[src/rtl/sar_search8.sv]
// sar_search8 - successive-approximation search controller.
//
// Drives the B operand (guess) of an external magnitude comparator and
// narrows a [lo, hi] window from its greater/equal/less outputs until the
// hidden operand A is found, the window is exhausted, or the comparator
// reports a non-one-hot result.
//
// Ports:
//   clk        rising-edge clock
//   rst_n      asynchronous active-low reset
//   start      begin a new search (only honoured in IDLE)
//   cmp_gt     comparator: target > guess
//   cmp_eq     comparator: target == guess
//   cmp_lt     comparator: target < guess
//   guess      registered comparator B operand
//   busy       high while a search is in progress
//   done       one-cycle pulse at the end of every search
//   found      search ended on equality (held until next start)
//   cmp_error  comparator outputs were not one-hot (held until next start)
//   result     matching value when found, else 0 (held until next start)
//   steps      comparisons made in the last/current search (saturates at 15)

module sar_search8 #(
    parameter int unsigned WIDTH       = 8,
    parameter int unsigned CMP_LATENCY = 0
) (
    input  logic             clk,
    input  logic             rst_n,
    input  logic             start,
    input  logic             cmp_gt,
    input  logic             cmp_eq,
    input  logic             cmp_lt,
    output logic [WIDTH-1:0] guess,
    output logic             busy,
    output logic             done,
    output logic             found,
    output logic             cmp_error,
    output logic [WIDTH-1:0] result,
    output logic [3:0]       steps
);

    typedef enum logic [1:0] {StIdle, StCompare, StDone} state_e;

    localparam logic [3:0]       Lat     = 4'(CMP_LATENCY);
    localparam logic [WIDTH-1:0] MaxVal  = '1;
    localparam logic [WIDTH-1:0] InitMid = MaxVal >> 1;

    state_e           state_q, state_d;
    logic [WIDTH-1:0] guess_q, lo_q, hi_q, result_q;
    logic [3:0]       wait_q, steps_q;
    logic             found_q, err_q;

    logic             sample, one_hot, finish;
    logic [2:0]       cmp_vec;
    logic [WIDTH:0]   sum_up, sum_dn;
    logic [WIDTH-1:0] mid_up, mid_dn;

    // Decode of the current comparator sample and the candidate next guesses.
    always_comb begin
        cmp_vec = {cmp_gt, cmp_eq, cmp_lt};
        sample  = (state_q == StCompare) && (wait_q == Lat);
        one_hot = (cmp_vec == 3'b100) || (cmp_vec == 3'b010) || (cmp_vec == 3'b001);
        // One extra bit so lo+hi up to 2*(2^WIDTH-1) does not wrap.
        sum_up  = {1'b0, guess_q} + {1'b0, hi_q} + {{WIDTH{1'b0}}, 1'b1};
        sum_dn  = {1'b0, lo_q} + {1'b0, guess_q} - {{WIDTH{1'b0}}, 1'b1};
        mid_up  = WIDTH'(sum_up >> 1);
        mid_dn  = WIDTH'(sum_dn >> 1);
        // Window-edge checks stop the search before lo/hi could wrap.
        finish  = sample && (!one_hot || cmp_eq ||
                             (cmp_gt && (guess_q == hi_q)) ||
                             (cmp_lt && (guess_q == lo_q)));
    end

    // State register.
    always_ff @(posedge clk or negedge rst_n) begin
        if (!rst_n) begin
            state_q <= StIdle;
        end else begin
            state_q <= state_d;
        end
    end

    // Next-state logic.
    always_comb begin
        state_d = state_q;
        unique case (state_q)
            StIdle:    if (start) state_d = StCompare;
            StCompare: if (finish) state_d = StDone;
            StDone:    state_d = StIdle;
            default:   state_d = StIdle;
        endcase
    end

    // Output decode.
    always_comb begin
        busy = (state_q == StCompare);
        done = (state_q == StDone);
    end

    // Search datapath.
    always_ff @(posedge clk or negedge rst_n) begin
        if (!rst_n) begin
            guess_q  <= '0;
            lo_q     <= '0;
            hi_q     <= MaxVal;
            result_q <= '0;
            wait_q   <= '0;
            steps_q  <= '0;
            found_q  <= 1'b0;
            err_q    <= 1'b0;
        end else if ((state_q == StIdle) && start) begin
            guess_q  <= InitMid;
            lo_q     <= '0;
            hi_q     <= MaxVal;
            result_q <= '0;
            wait_q   <= '0;
            steps_q  <= '0;
            found_q  <= 1'b0;
            err_q    <= 1'b0;
        end else if (sample) begin
            wait_q  <= '0;
            steps_q <= (steps_q == 4'hF) ? 4'hF : steps_q + 4'd1;
            if (!one_hot) begin
                err_q   <= 1'b1;
                found_q <= 1'b0;
            end else if (cmp_eq) begin
                found_q  <= 1'b1;
                result_q <= guess_q;
            end else if (cmp_gt) begin
                if (guess_q != hi_q) begin
                    lo_q    <= guess_q + {{(WIDTH-1){1'b0}}, 1'b1};
                    guess_q <= mid_up;
                end
            end else begin
                if (guess_q != lo_q) begin
                    hi_q    <= guess_q - {{(WIDTH-1){1'b0}}, 1'b1};
                    guess_q <= mid_dn;
                end
            end
        end else if (state_q == StCompare) begin
            wait_q <= wait_q + 4'd1;
        end
    end

    assign guess     = guess_q;
    assign found     = found_q;
    assign cmp_error = err_q;
    assign result    = result_q;
    assign steps     = steps_q;

endmodule

[config.mk]
export PLATFORM = sky130hd
export DESIGN_NAME = sar_search8
export DESIGN_NICKNAME = d
export VERILOG_FILES = /design/src/rtl/sar_search8.sv
export SDC_FILE = /design/constraint.sdc
export NUM_CORES = 1
export LEC_CHECK = 0
export BUFFER_PORTS_ARGS = -buffer_cell sky130_fd_sc_hd__buf_2
export CAP_MARGIN = 10
export CORE_ASPECT_RATIO = 1.1
export CORE_UTILIZATION = 30
export DETAILED_ROUTE_END_ITERATION = 8
export PLACE_DENSITY_LB_ADDON = 0.1
export SYNTH_ARGS = -nofsm -noshare
export SYNTH_HDL_FRONTEND = slang
export SYNTH_SLANG_ARGS = --single-unit
[constraint.sdc]
create_clock -name clk -period 2.4 [get_ports clk]
set_input_delay 0.24 -clock clk [delete_from_list [all_inputs] [get_ports clk]]
set_output_delay 0.24 -clock clk [all_outputs]
set_load 0.01 [all_outputs]
# Word level (Yosys, flattened, before mapping)
# Index checks and enable logic that the tools add are counted.
dict set report classes {
  add_sub_neg 8
  eq_ne 17
  muxes 39
  n_reduce_logical 28
}
# cell n
set op_table {}
lappend op_table {{two-way mux 8 bit} 23}
lappend op_table {{two-way mux 4 bit} 6}
lappend op_table {{adder 8 x 8 -> 9 bit} 2}
lappend op_table {{equality test 8 bit} 2}
lappend op_table {{inequality test 8 bit} 2}
lappend op_table {{AND reduction 5 bit} 3}
lappend op_table {{nonzero test 2 bit} 6}
lappend op_table {{adder 9 x 1 -> 9 bit, second input constant} 1}
lappend op_table {{subtractor 9 x 1 -> 9 bit, second input constant} 1}
lappend op_table {{adder 4 x 1 -> 4 bit, second input constant} 2}
lappend op_table {{adder 8 x 1 -> 8 bit, second input constant} 1}
lappend op_table {{inequality test 2 x 1 -> 1 bit, second input constant} 4}
lappend op_table {{subtractor 8 x 1 -> 8 bit, second input constant} 1}
lappend op_table {{two-way mux 1 bit} 7}
lappend op_table {{AND reduction 2 bit} 3}
lappend op_table {{nonzero test 3 bit} 2}
lappend op_table {{logical AND 1 bit} 5}
lappend op_table {{logical OR 1 bit} 5}
lappend op_table {{equality test 4 bit, second input constant} 1}
lappend op_table {{logical NOT 4 bit} 1}
lappend op_table {{two-way mux 2 bit} 2}
lappend op_table {{case mux 2 bit (2 select lines)} 1}
lappend op_table {{equality test 3 x 1 -> 1 bit, second input constant} 1}
lappend op_table {{equality test 3 x 2 -> 1 bit, second input constant} 1}
lappend op_table {{other kinds (9)} 9}
dict set report totals {
  register_bits 44
  in_bits 6
  output_inout_bits 24
  wordCells 101
}

# Longest topological paths before layout
# Gate-level depths: netlist (run 1).
dict set report depth {
  ltp_word 10
  mapped_depth 12
  depth_no_buf 12
}

# Least setup slack after synthesis (run 1)
# Ideal clock, no wire load.
dict set report synth_timing {
  path_type {flip-flop to flip-flop}
  startpoint {register guess_q[2], in the netlist guess[2]}
  endpoint {register guess_q[7], in the netlist guess[7]}
  setup_time_ns 0.104
  arrival_time_ns 2.495
  required_ns 2.296
  setup_slack_ns -0.198
  stages_incl_launch_ff 12
  path_buffers 1
  synth_period_minus_slack_ns 2.598
  path_cell_list {dfrtp_1 -> clkbuf_1 -> inv_1 -> ha_1 -> inv_1 -> ha_1 -> a21oi_1 -> o2111ai_1 -> o31ai_1 -> xnor2_1 -> nor2_1 -> o41ai_2}
}
dict set report synth_via {
  elab_chain_len 8
  elab_cells_between_ends 16
  classes_between {4 x add/sub; 3 x eq/ne; 7 x mux; 2 x reduce/logical}
}
# item line_no
set synth_lines {}
lappend synth_lines {{start, declared} 49} ;# logic [WIDTH-1:0] guess_q, lo_q, hi_q, result_q;
lappend synth_lines {{start signal, assigned} 112} ;# guess_q <= InitMid;
lappend synth_lines {{start signal, assigned} 132} ;# guess_q <= mid_up;
lappend synth_lines {{start signal, assigned} 137} ;# guess_q <= mid_dn;
lappend synth_lines {{adder 8 x 8 -> 9 bit, on equally long branches} {65, 64}}
lappend synth_lines {{subtractor 9 x 1 -> 9 bit or adder 9 x 1 -> 9 bit (tied branches)} {65, 64}}
lappend synth_lines {{two-way mux 8 bit, on equally long branches} {135, 130}}
lappend synth_lines {{two-way mux 8 bit} 129} ;# end else if (cmp_gt) begin
lappend synth_lines {{two-way mux 8 bit} 126} ;# end else if (cmp_eq) begin
lappend synth_lines {{two-way mux 8 bit} 123} ;# if (!one_hot) begin
lappend synth_lines {{two-way mux 8 bit} 120} ;# end else if (sample) begin
lappend synth_lines {{two-way mux 8 bit} 111} ;# end else if ((state_q == StIdle) && start) begin
# Parallel ways exist; a longest one is shown, timed or not. The select of a mux whose other input is x is not followed.
# A chain may end at the register's enable or synchronous reset.

# Final worst setup path (run 1)
dict set report layout_timing {
  startpoint {register lo_q[1]}
  endpoint {register guess_q[6], in the netlist guess[6]}
}
dict set report layout_via {
  elab_chain_len 8
  elab_cells_between_ends 11
  classes_between {2 x add/sub; 1 x eq/ne; 6 x mux; 2 x reduce/logical}
}
# item line_no
set layout_lines {}
lappend layout_lines {{start, declared} 49}
lappend layout_lines {{start signal, assigned} 131} ;# lo_q <= guess_q + {{(WIDTH-1){1'b0}}, 1'b1};
lappend layout_lines {{adder 8 x 8 -> 9 bit} 65} ;# sum_dn = {1'b0, lo_q} + {1'b0, guess_q} - {{WIDTH{1'b0}}, 1'b1};
lappend layout_lines {{subtractor 9 x 1 -> 9 bit} 65}
lappend layout_lines {{two-way mux 8 bit} 135} ;# if (guess_q != lo_q) begin
lappend layout_lines {{two-way mux 8 bit} 129}
lappend layout_lines {{two-way mux 8 bit} 126}
lappend layout_lines {{two-way mux 8 bit} 123}
lappend layout_lines {{two-way mux 8 bit} 120}
lappend layout_lines {{two-way mux 8 bit} 111}
# Parallel ways exist; a longest one is shown, timed or not. The select of a mux whose other input is x is not followed.

==> results of run 1 <==
[sequential cells by signal, indices dropped and copies added (netlist names)]
register	count
wait_q	4
guess	8
cmp_error	1
result	8
found	1
state_q	2
steps	4
hi_q	8
lo_q	8
[repair_timing]
item	4_1_cts	5_1_grt
setup buffers	0	4
resized for setup	3	19
cloned	0	0
pin swaps	0	9
hold endpoints to repair	0	0
setup endpoints to repair	2	4
[layer usage]
metal | global-route usage | share of wire
met1 | 0.213 | 0.49
met5 | 0 | 0
met3 | 0.0235 | 0.019
met2 | 0.281 | 0.49
met4 | 0.0378 | 0.0097
[cells by family (layout without fill, tap and decap cells)]
logic type / count (synthesis) / in the layout
AOI/OAI and AO/OA: 85 / 85
DFF: 44 / 44
and+or+nand+nor: 103 / 103
xor gates and xnor gates: 19 / 19
adders and majority gates: 30 / 30
buffers and inverters: 59 / 116
muxes: 4 / 4
[how the worst min path moves through the flow]
stage               startpoint               endpoint  slack [ns]  cells after the start
floorplan                rst_n  cmp_error$_DFFE_PN0P_       -0.06                      0
global placement         rst_n  wait_q[3]$_DFFE_PN0P_        0.41                      1
detailed placement       rst_n  wait_q[3]$_DFFE_PN0P_        0.42                      1
CTS                      rst_n    lo_q[1]$_DFFE_PN0P_        0.07                      1
global route             rst_n   guess[2]$_DFFE_PN0P_        0.09                      1
finish                   rst_n    lo_q[1]$_DFFE_PN0P_        0.04                      1
[Yosys cell counts, drive strengths merged, types with 2 or more instances]
cell / instances / area (um2)
and2: 2 / 12.5
fa: 2 / 40.0
buf: 5 / 33.8
a22o: 2 / 17.5
inv: 43 / 161
xnor2: 16 / 140
dfrtp: 36 / 901
o21ai: 35 / 175
mux2i: 3 / 30.0
nand2b: 7 / 43.8
o211ai: 9 / 82.6
o21a: 2 / 15.0
a211oi: 7 / 52.6
dfstp: 8 / 210
a21o: 4 / 30.0
or3: 6 / 37.5
o31ai: 2 / 15.0
a21oi: 10 / 50.1
nand2: 32 / 120
nor2: 18 / 67.6
a31oi: 4 / 25.0
and3: 3 / 18.8
clkbuf: 11 / 41.3
ha: 28 / 350
nand3: 19 / 95.1
xor2: 3 / 26.3
nor3: 9 / 50.1
nor4: 4 / 25.0
[critical path, stage by stage, from the launching register on]
cell and delay, ns:
dfrtp_1 0.38, inv_2 0.05, ha_4 0.26, inv_1 0.04
ha_2 0.18, inv_1 0.07, fa_2 0.20, nand2b_4 0.13
a21oi_2 0.06, o21a_1 0.20, or3_4 0.33, a211oi_2 0.23
a221oi_1 0.07
[through the flow]
stage               area (um2)  cells  setup TNS [ns]  hold WS (ns)  setup WS (ns)
finish                    3730    518               0        0.0450         0.0720
global route              3730    518         -0.0308        0.0921        -0.0168
CTS                       3610    514         -0.0266        0.0657        -0.0266
detailed placement        3480    506          -0.126         0.416         -0.117
global placement          3480    506         -0.0993         0.407        -0.0993
floorplan                 3020    344         -0.0366       -0.0556        -0.0366
[power breakdown]
| group | leakage [nW] | internal [W] | total (W) | switching [W] |
|---|---|---|---|---|
| clock network | 0.0614 | 0.000341 | 0.000629 | 0.000288 |
| logic | 1.14 | 0.00200 | 0.00424 | 0.00225 |
| registers | 0.539 | 0.00107 | 0.00128 | 0.000214 |
| total | 1.74 | 0.00341 | 0.00615 | 0.00275 |
[cell type report]
cell class	instances	area (um2)	area share
Multi-Input combinational cell	241	1770	0.473
Clock inverter	2	38.8	0.0104
Tap cell	117	146	0.0392
Clock buffer	6	82.6	0.0221
Sequential cell	44	1110	0.298
Inverter	43	161	0.0432
Timing Repair Buffer	65	428	0.115
[cell usage in the layout, fill, tap and decap left out, drive strengths merged, types with 8 or more instances in the layout]
cell	n
buf	65
inv	43
dfrtp	36
o21ai	35
nand2	32
ha	28
nand3	19
nor2	18
xnor2	16
a21oi	10
nor3	9
o211ai	9
dfstp	8
==> reports/qor.yml, run 1 <==
outcome: "completed"
relSlewSlack: 0.416
hold_viol_final: 0
crit_type: "reg -> reg"
htreeDepth: 2
drive_above_1_share: 0.282
synth-main-ff-cell: "dfrtp_1"
synth-seq-cells: 44
first_iter_violations: 118
path_max_fanout: 2
io_pins: 30
initial_core_util: 0.314
synth_edf_count: 0
synthMuxAreaShare: 0.0138
wl_um: 8010
syn_area_per_cell_um2: 8.70
synth-seq-area-share: 0.371
drc: 0
fp.dieW_um: 97.2
r2r_setup_slack_ns: 0.07
crit_path_end: "guess[6]$_DFFE_PN0P_"
hpwl_um: 6160
tightest_slew_ns: 0.876
cp-start-kind: "register"
p_leak_nw: 1.74
ys_types: 48
clock-root-buffer: "clkbuf_8"
synth-adder-area-share: 0.130
worstSetupStartpoint: "lo_q[1]$_DFFE_PN0P_"
drtAntennaViolNets: 0
dieHeight_um: 107
cp.required_ns: 2.58
dr.pass1.iters: 4
hold_path_class: "in -> async"
cp.arrival_ns: 2.51
syn_nets: 380
fmaxAchievable_mhz: 430
drt-wirelength-per-cell_um: 15.5
cts_tree: "done"
synth_top_family_by_area: "compound AO/OA/AOI/OAI gates"
worstReg2RegStart: "lo_q[1]$_DFFE_PN0P_"
grt_overflow: 0
grt.total_usage: 0.162
syn-cell-area_mm2: 0.00299
grt_pass1_wl_um: 13100
reg2reg_depth: 12
io_buffers: 29
yosys.area_share.simple: 0.163
cts_sinks: 44
core_area_mm2: 0.00954
setup-violations-final: 0
via_per_inst: 4.85
antennaDiodeCount: 0
synth_xor_area_frac: 0.0556
vdd_drop_max_v: 0.000552
nFillCells: 997
vias: 2512
place_congestion: 0.771
regToRegEndpoint: "guess[6]$_DFFE_PN0P_"
path_clk_slew_ns: 0.10
grt_max_degree: 37
yosys_warnings: 0
crit_path_end_kind: "register"
cts-buffers-inserted: 5
hold_buffers: 0
clk_latency_ns: 0.31
power_density_mw_per_mm2: 1650
row_count: 37
power.total_w: 0.00615
cts.path.max_buffers: 2
final_net_count: 436
fin_skew_ns: 0.00941
first_global_vias: 2518
drv_cap: 0
period_needed_ns: 2.33
syn_to_final_growth_pct: 24.8
async_flop_share: 1.00
die-area_mm2: 0.0104
final_max_slew_viol_count: 0
timing.final.crit_share: 0.970
synthCells: 344
synth_compound_area_frac: 0.186
antenna_found_initial: 0
final_core_util: 0.392
Note: power is estimated with default switching activity, not from simulation.
==> inputs of run 2 (changes only) <==
--- a/config.mk
+++ b/config.mk
@@ -7,10 +7,11 @@
 export LEC_CHECK = 0
 export BUFFER_PORTS_ARGS = -buffer_cell sky130_fd_sc_hd__buf_2
 export CAP_MARGIN = 10
-export CORE_ASPECT_RATIO = 1.1
+export CORE_MARGIN = 4
 export CORE_UTILIZATION = 30
 export DETAILED_ROUTE_END_ITERATION = 8
 export PLACE_DENSITY_LB_ADDON = 0.1
+export RECOVER_POWER = 50
 export SYNTH_ARGS = -nofsm -noshare
 export SYNTH_HDL_FRONTEND = slang
 export SYNTH_SLANG_ARGS = --single-unit
==> reports/qor.yml, run 2 (same netlist as run 1, synthesis figures left out) <==
grt_overflow: 0  # unchanged
cpPeakStageDelay_ns: 0.37  # about the same
cp.required_ns: 2.59  # about the same
die-area_mm2: 0.0116  # +12%
final_cell_mix: "inv_1 (36), dfrtp_1 (35), buf_4 (33)"
use_met3: 0.0216  # -0.00187
setup-violations-final: 0  # unchanged
power.total_w: 0.00612  # -0.51%
worstReg2RegStart: "guess[1]$_DFFE_PN0P_"
met1_usage: 0.214  # +0.000988
path_max_fanout: 2  # unchanged
hold_viol_final: 0  # unchanged
grt_pass1_wl_um: 13800  # +5.4%
tightest_slew_ns: 0.962  # +0.0861 ns
swShare: 0.460  # +0.0136
combPwrFrac: 0.692  # +0.003
mostFrequentLayoutCell: "inv_1"
clk_latency_ns: 0.30  # about the same
clockPowerShare: 0.098  # -0.004
first_global_vias: 2659  # +5.6%
grt_max_degree: 29  # -22%
cts.path.max_buffers: 2  # unchanged
drt-wirelength-per-cell_um: 15.7  # +1.3%
vdd_drop_max_v: 0.000494  # -11%
drc: 0  # unchanged
crit_type: "reg -> reg"
grt.total_usage: 0.152  # -0.00978
crit_chain: "inv_2, ha_4, inv_1, ha_2, inv_2, fa_2, nand2b_4, a21oi_4, o21a_1, or3_1, a211oi_2, a221oi_2"
clock-root-buffer: "clkbuf_8"
timing.final.crit_share: 0.982  # +0.0119
worstSetupStartpoint: "guess[1]$_DFFE_PN0P_"
final_area_mm2: 0.00374  # +0.27%
antennaDiodeCount: 0  # unchanged
critPathMostFrequentCell: "inv_2"
holdCritStartpoint: "cmp_gt"
io_buffers: 29  # unchanged
cp.arrival_ns: 2.54  # +0.03 ns
drv_cap: 0  # unchanged
tns_ns: 0  # unchanged
place_congestion: 0.784  # +1.7%
seqPwrFrac: 0.210  # +0.002
row_count: 36  # -2.7%
dieHeight_um: 108  # +1.1%
power_switching_w: 0.00282  # +2.5%
slowest_stage: "dfrtp_2"
p_leak_nw: 1.67  # -4.1%
outcome: "completed"
io_pins: 30  # unchanged
cp.buffers_inverters: 3  # unchanged
period_needed_ns: 2.36  # +0.0285 ns
drive_above_1_share: 0.245  # -0.0367
first_iter_violations: 85  # -28%
drtAntennaViolNets: 0  # unchanged
final_max_slew_viol_count: 0  # unchanged
vias: 2571  # +2.3%
antenna_found_initial: 0  # unchanged
use_met2: 0.246  # -0.0351
power_density_mw_per_mm2: 1630  # -0.78%
via_per_inst: 4.79  # -1.3%
dpl_cell_area_mm2: 0.00350  # +0.65%
final_net_count: 439  # +0.69%
hpwl_um: 6410  # +3.9%
fp.dieW_um: 108  # +11%
dr.pass1.iters: 4  # unchanged
cts-buffers-inserted: 5  # unchanged
htreeDepth: 2  # unchanged
cts_tree: "done"
p_int_w: 0.00331  # -3.0%
path_clk_slew_ns: 0.09  # about the same
core_area_mm2: 0.00973  # +2.0%
syn_to_final_growth_pct: 25.1
dpl.cell_count: 524  # +3.6%
cp-start-kind: "register"
crit_path_end_kind: "register"
cts_sinks: 44  # unchanged
whs_ns: 0.266  # +0.221 ns
initial_core_util: 0.308  # -0.00622
grt_busiest_layer: "met2"
final_cells: 537  # +3.7%
wl_um: 8420  # +5.0%
relSlewSlack: 0.359  # -0.0574
cp_top_family: "adder cells"
fmaxAchievable_mhz: 424  # -1.2%
hold_path_class: "in -> reg"
fin_skew_ns: 0.00694  # -0.00248 ns
rsz0062_at_grt: "yes"
## run 2: changes by cell type in the layout (fill, tap and decap cells not counted), sizes merged
cell and change:
dlygate4sd3 +1, inv +1, buf -18, clkinvlp +1, clkinv -1, clkbuf +19
## run 2: path summary, 6_finish.rpt
kind                                         end  slack, ns  cells past startpoint
max reg2reg                 guess[6]$_DFFE_PN0P_       0.04                     12
min                            found$_DFFE_PN0P_       0.27                      2
max                         guess[6]$_DFFE_PN0P_       0.04                     12
max in group asynchronous  result[1]$_DFFE_PN0P_       0.52                      3
min reg2reg                  hi_q[0]$_DFFE_PN1P_       0.51                      2
min in group asynchronous    lo_q[2]$_DFFE_PN0P_       0.62                      2
## run 2: timing repair
| action | 4_1_cts | 5_1_grt |
|---|---|---|
| hold buffers | 1 | 0 |
| gates resized for setup | 4 | 22 |
| hold endpoints to repair | 12 | 0 |
| pin swaps | 2 | 8 |
| setup buffers | 0 | 4 |
| setup endpoints to repair | 2 | 8 |
## run 2: area by class of cell
type,instances,area [um2]
multi-input cells,241,1790
fillers,1037,5980
clock buffers,5,68.8
clock inverters,3,46.3
well taps,133,166
flip-flops and latches,44,1110
repair buffers,68,404
inverters,43,161
## run 2: layer usage
layer	up-vias	wire, um
met4	0	125
met2	32	3950
met1	1222	4170
li1	1309	-
met3	8	163
met5	-	0
## run 2: power groups by stage
stage                     sequential [W]  clock [W]  combinational, W
after floorplan                  0.00139          0           0.00245
after global placement           0.00128          0           0.00380
after detailed placement         0.00129          0           0.00377
after CTS                        0.00128   0.000622           0.00390
after global routing             0.00133   0.000651           0.00473
final                            0.00128   0.000603           0.00424
## run 2: metrics by stage
stage | util | setup slack [ns]
after floorplan | - | -0.0366
after global placement | 0.360 | -0.0224
after detailed placement | 0.360 | -0.00855
after CTS | 0.375 | 0.00565
after global routing | 0.385 | -0.0722
final | 0.385 | 0.0435
## run 2: worst register-to-register path: cells and delay by family (launching register included)
family | cells | cell delay [ns]
AOI/OAI and AO/OA | 4 | 0.55
adders and majority gates | 3 | 0.67
buffers and inverters | 3 | 0.16
and+or+nand+nor | 2 | 0.49
DFF | 1 | 0.37
==> inputs of run 3 (changes only) <==
--- a/config.mk
+++ b/config.mk
@@ -5,6 +5,7 @@
 export SDC_FILE = /design/constraint.sdc
 export NUM_CORES = 1
 export LEC_CHECK = 0
+export ABC_AREA = 1
 export BUFFER_PORTS_ARGS = -buffer_cell sky130_fd_sc_hd__buf_2
 export CAP_MARGIN = 10
 export CORE_MARGIN = 4
@@ -12,6 +13,7 @@
 export DETAILED_ROUTE_END_ITERATION = 8
 export PLACE_DENSITY_LB_ADDON = 0.1
 export RECOVER_POWER = 50
+export SLEW_MARGIN = 20
 export SYNTH_ARGS = -nofsm -noshare
 export SYNTH_HDL_FRONTEND = slang
 export SYNTH_SLANG_ARGS = --single-unit
==> reports/qor.yml, run 3 <==
synth-seq-cells: 44  # unchanged
p_leak_nw: 1.92  # +15%
dr.pass1.iters: 4  # unchanged
worstReg2RegStart: "guess[1]$_DFFE_PN0P_"
cts_sinks: 44  # unchanged
antennaDiodeCount: 0  # unchanged
final_net_count: 505  # +15%
cts.path.max_buffers: 2  # unchanged
final_max_slew_viol_count: 0  # unchanged
cp.arrival_ns: 2.44  # -0.10 ns
grt_overflow: 0  # unchanged
regToRegEndpoint: "guess[4]$_DFFE_PN0P_"
vias: 2821  # +9.7%
grt.total_usage: 0.147  # -0.00544
grt_max_degree: 39  # +34%
relSlewSlack: 0.383  # +0.0240
outcome: "completed"
crit_path_end: "guess[4]$_DFFE_PN0P_"
drc: 0  # unchanged
drt-wirelength-per-cell_um: 14.2  # -9.2%
syn_area_per_cell_um2: 7.62  # -12%
fmaxAchievable_mhz: 455  # +7.1%
synth_common_cells: "nand2_1 (96), inv_1 (65), dfrtp_1 (36)"
crit_type: "reg -> reg"
syn-cell-area_mm2: 0.00318  # +6.1%
cts_tree: "done"
mostFrequentLayoutCell: "nand2_1"
path_clk_slew_ns: 0.10  # about the same
async_flop_share: 1.00  # unchanged
fin_skew_ns: 0.0121  # +0.00521 ns
yosysMostFrequentCell: "nand2_1"
htreeDepth: 2  # unchanged
rsz0062_at_grt: "yes"
drive_above_1_share: 0.196  # -0.0493
dieHeight_um: 111  # +2.8%
crit_path_end_kind: "register"
core_area_mm2: 0.0103  # +6.1%
clk_latency_ns: 0.31  # about the same
final_cell_mix: "nand2_1 (96), inv_1 (63), dfrtp_1 (34)"
drv_cap: 0  # unchanged
power_density_mw_per_mm2: 1570  # -3.9%
fp.dieW_um: 111  # +2.8%
setup-violations-final: 0  # unchanged
synth_edf_count: 0  # unchanged
io_pins: 30  # unchanged
tns_ns: 0  # unchanged
ys_types: 39  # -19%
grt_pass1_wl_um: 14600  # +5.1%
drtAntennaViolNets: 0  # unchanged
hold_buffers: 0  # -1
synth_area_leaders: "dfrtp_1 (28%), nand2_1 (11%), ha_1 (11%), inv_1 (7.7%), dfstp_2 (6.6%)"
synth-seq-area-share: 0.350  # -0.0215
synthDominantCellAreaShare: 0.284  # -0.0174
place_congestion: 0.838  # +6.9%
synth_area_leader_cell: "dfrtp_1"
cp-start-kind: "register"
syn_nets: 453  # +19%
synth-main-ff-cell: "dfrtp_1"
clock-root-buffer: "clkbuf_8"
die-area_mm2: 0.0123  # +5.7%
yosys_warnings: 0  # unchanged
row_count: 37  # +2.8%
r2r_setup_slack_ns: 0.20  # +0.16 ns
cts-buffers-inserted: 5  # unchanged
synthCells: 417  # +21%
antenna_found_initial: 0  # unchanged
hpwl_um: 6960  # +8.6%
first_global_vias: 2835  # +6.6%
io_buffers: 29  # unchanged
path_max_fanout: 3  # +1
tightest_slew_ns: 0.926  # -0.0360 ns
worstSetupStartpoint: "guess[1]$_DFFE_PN0P_"
vdd_drop_max_v: 0.000527  # +6.8%
reg2reg_depth: 16  # +4
first_iter_violations: 106  # +25%
hold_path_class: "in -> async"
period_needed_ns: 2.20  # -0.156 ns
wl_um: 8630  # +2.5%
whs_ns: 0.0580  # -0.208 ns
initial_core_util: 0.308  # about the same
cp.required_ns: 2.64  # +0.05 ns
syn_to_final_growth_pct: 17.1
timing.final.crit_share: 0.917  # -0.0652
hold_viol_final: 0  # unchanged
via_per_inst: 4.66  # -2.8%
[run 3: changes by cell type after synthesis, moves of 11 or more]
cell / change
xnor2_1: -13
inv_1: +24
o21ai_1: +11
nand3_1: +13
nand2_1: +64
o21ai_0: -12
[run 3: layout make-up]
class,instances,area (um2)
Fill cell,1135,6610
Multi-Input combinational cell,298,1790
Sequential cell,44,1110
Timing Repair Buffer,49,279
Inverter,71,273
Tap cell,136,170
Clock buffer,6,82.6
Clock inverter,2,15.0
[run 3: timing repair]
action / 4_1_cts / 5_1_grt
buffers inserted: 0 / 3
gates resized for setup: 0 / 7
endpoints found under the setup margin: 0 / 1
[run 3: power breakdown]
part,internal (W),switching (W),leakage [nW]
Clock,0.000234,0.000288,0.0434
Combinational,0.00162,0.00238,1.31
Sequential,0.00107,0.000249,0.558
[run 3: through the flow]
| stage | setup slack [ns] | total power, W | cells | util | instance area, um2 |
|---|---|---|---|---|---|
| global route | -0.0337 | 0.00662 | 606 | 0.360 | 3720 |
| finish | 0.200 | 0.00584 | 606 | 0.360 | 3720 |
| global placement | 0.197 | 0.00525 | 595 | 0.348 | 3600 |
| detailed placement | 0.175 | 0.00527 | 595 | 0.348 | 3600 |
| floorplan | 0.0403 | 0.00410 | 417 | - | 3180 |
| CTS | 0.145 | 0.00582 | 603 | 0.358 | 3690 |
[run 3: critical path: stages (launching register included)]
cell,delay (ns)
dfrtp_1,0.40
inv_2,0.08
ha_4,0.19
inv_1,0.05
ha_2,0.18
inv_1,0.05
fa_1,0.35
inv_1,0.07
nand2_1,0.06
nand2_1,0.08
nand2_1,0.07
or2_2,0.27
nand3_1,0.07
nand2_1,0.05
o21ai_1,0.07
nand2_1,0.06
nand2_1,0.06
[run 3: cell families (layout without fill, tap and decap cells)]
group | after synthesis | after routing | synth area share
simple gates | 191 | 191 | 0.278
buf+inv | 75 | 128 | 0.0929
compound gates | 63 | 63 | 0.118
flops | 44 | 44 | 0.350
fa+ha+maj | 30 | 30 | 0.123
xor+xnor | 14 | 14 | 0.0386
[run 3: routing by layer]
metal / vias to the layer above / wire length, um / GRT usage / share of wire
li1: 1457 / - / - / -
met1: 1306 / 4600 / 0.213 / 0.53
met2: 47 / 3650 / 0.228 / 0.42
met3: 11 / 286 / 0.0251 / 0.033
met4: 0 / 88 / 0.0320 / 0.010
met5: - / 0 / 0 / 0
[run 3: how the worst min path moves through the flow]
stage / from / endpoint / slack [ns] / cells after the start
2_1_floorplan: rst_n / cmp_error$_DFFE_PN0P_ / -0.06 / 0
3_3_place_gp: rst_n / steps[2]$_DFFE_PN0P_ / 0.43 / 1
3_5_place_dp: rst_n / steps[2]$_DFFE_PN0P_ / 0.43 / 1
4_1_cts: rst_n / steps[2]$_DFFE_PN0P_ / 0.08 / 1
5_1_grt: rst_n / steps[2]$_DFFE_PN0P_ / 0.14 / 1
6_report: rst_n / steps[2]$_DFFE_PN0P_ / 0.06 / 1
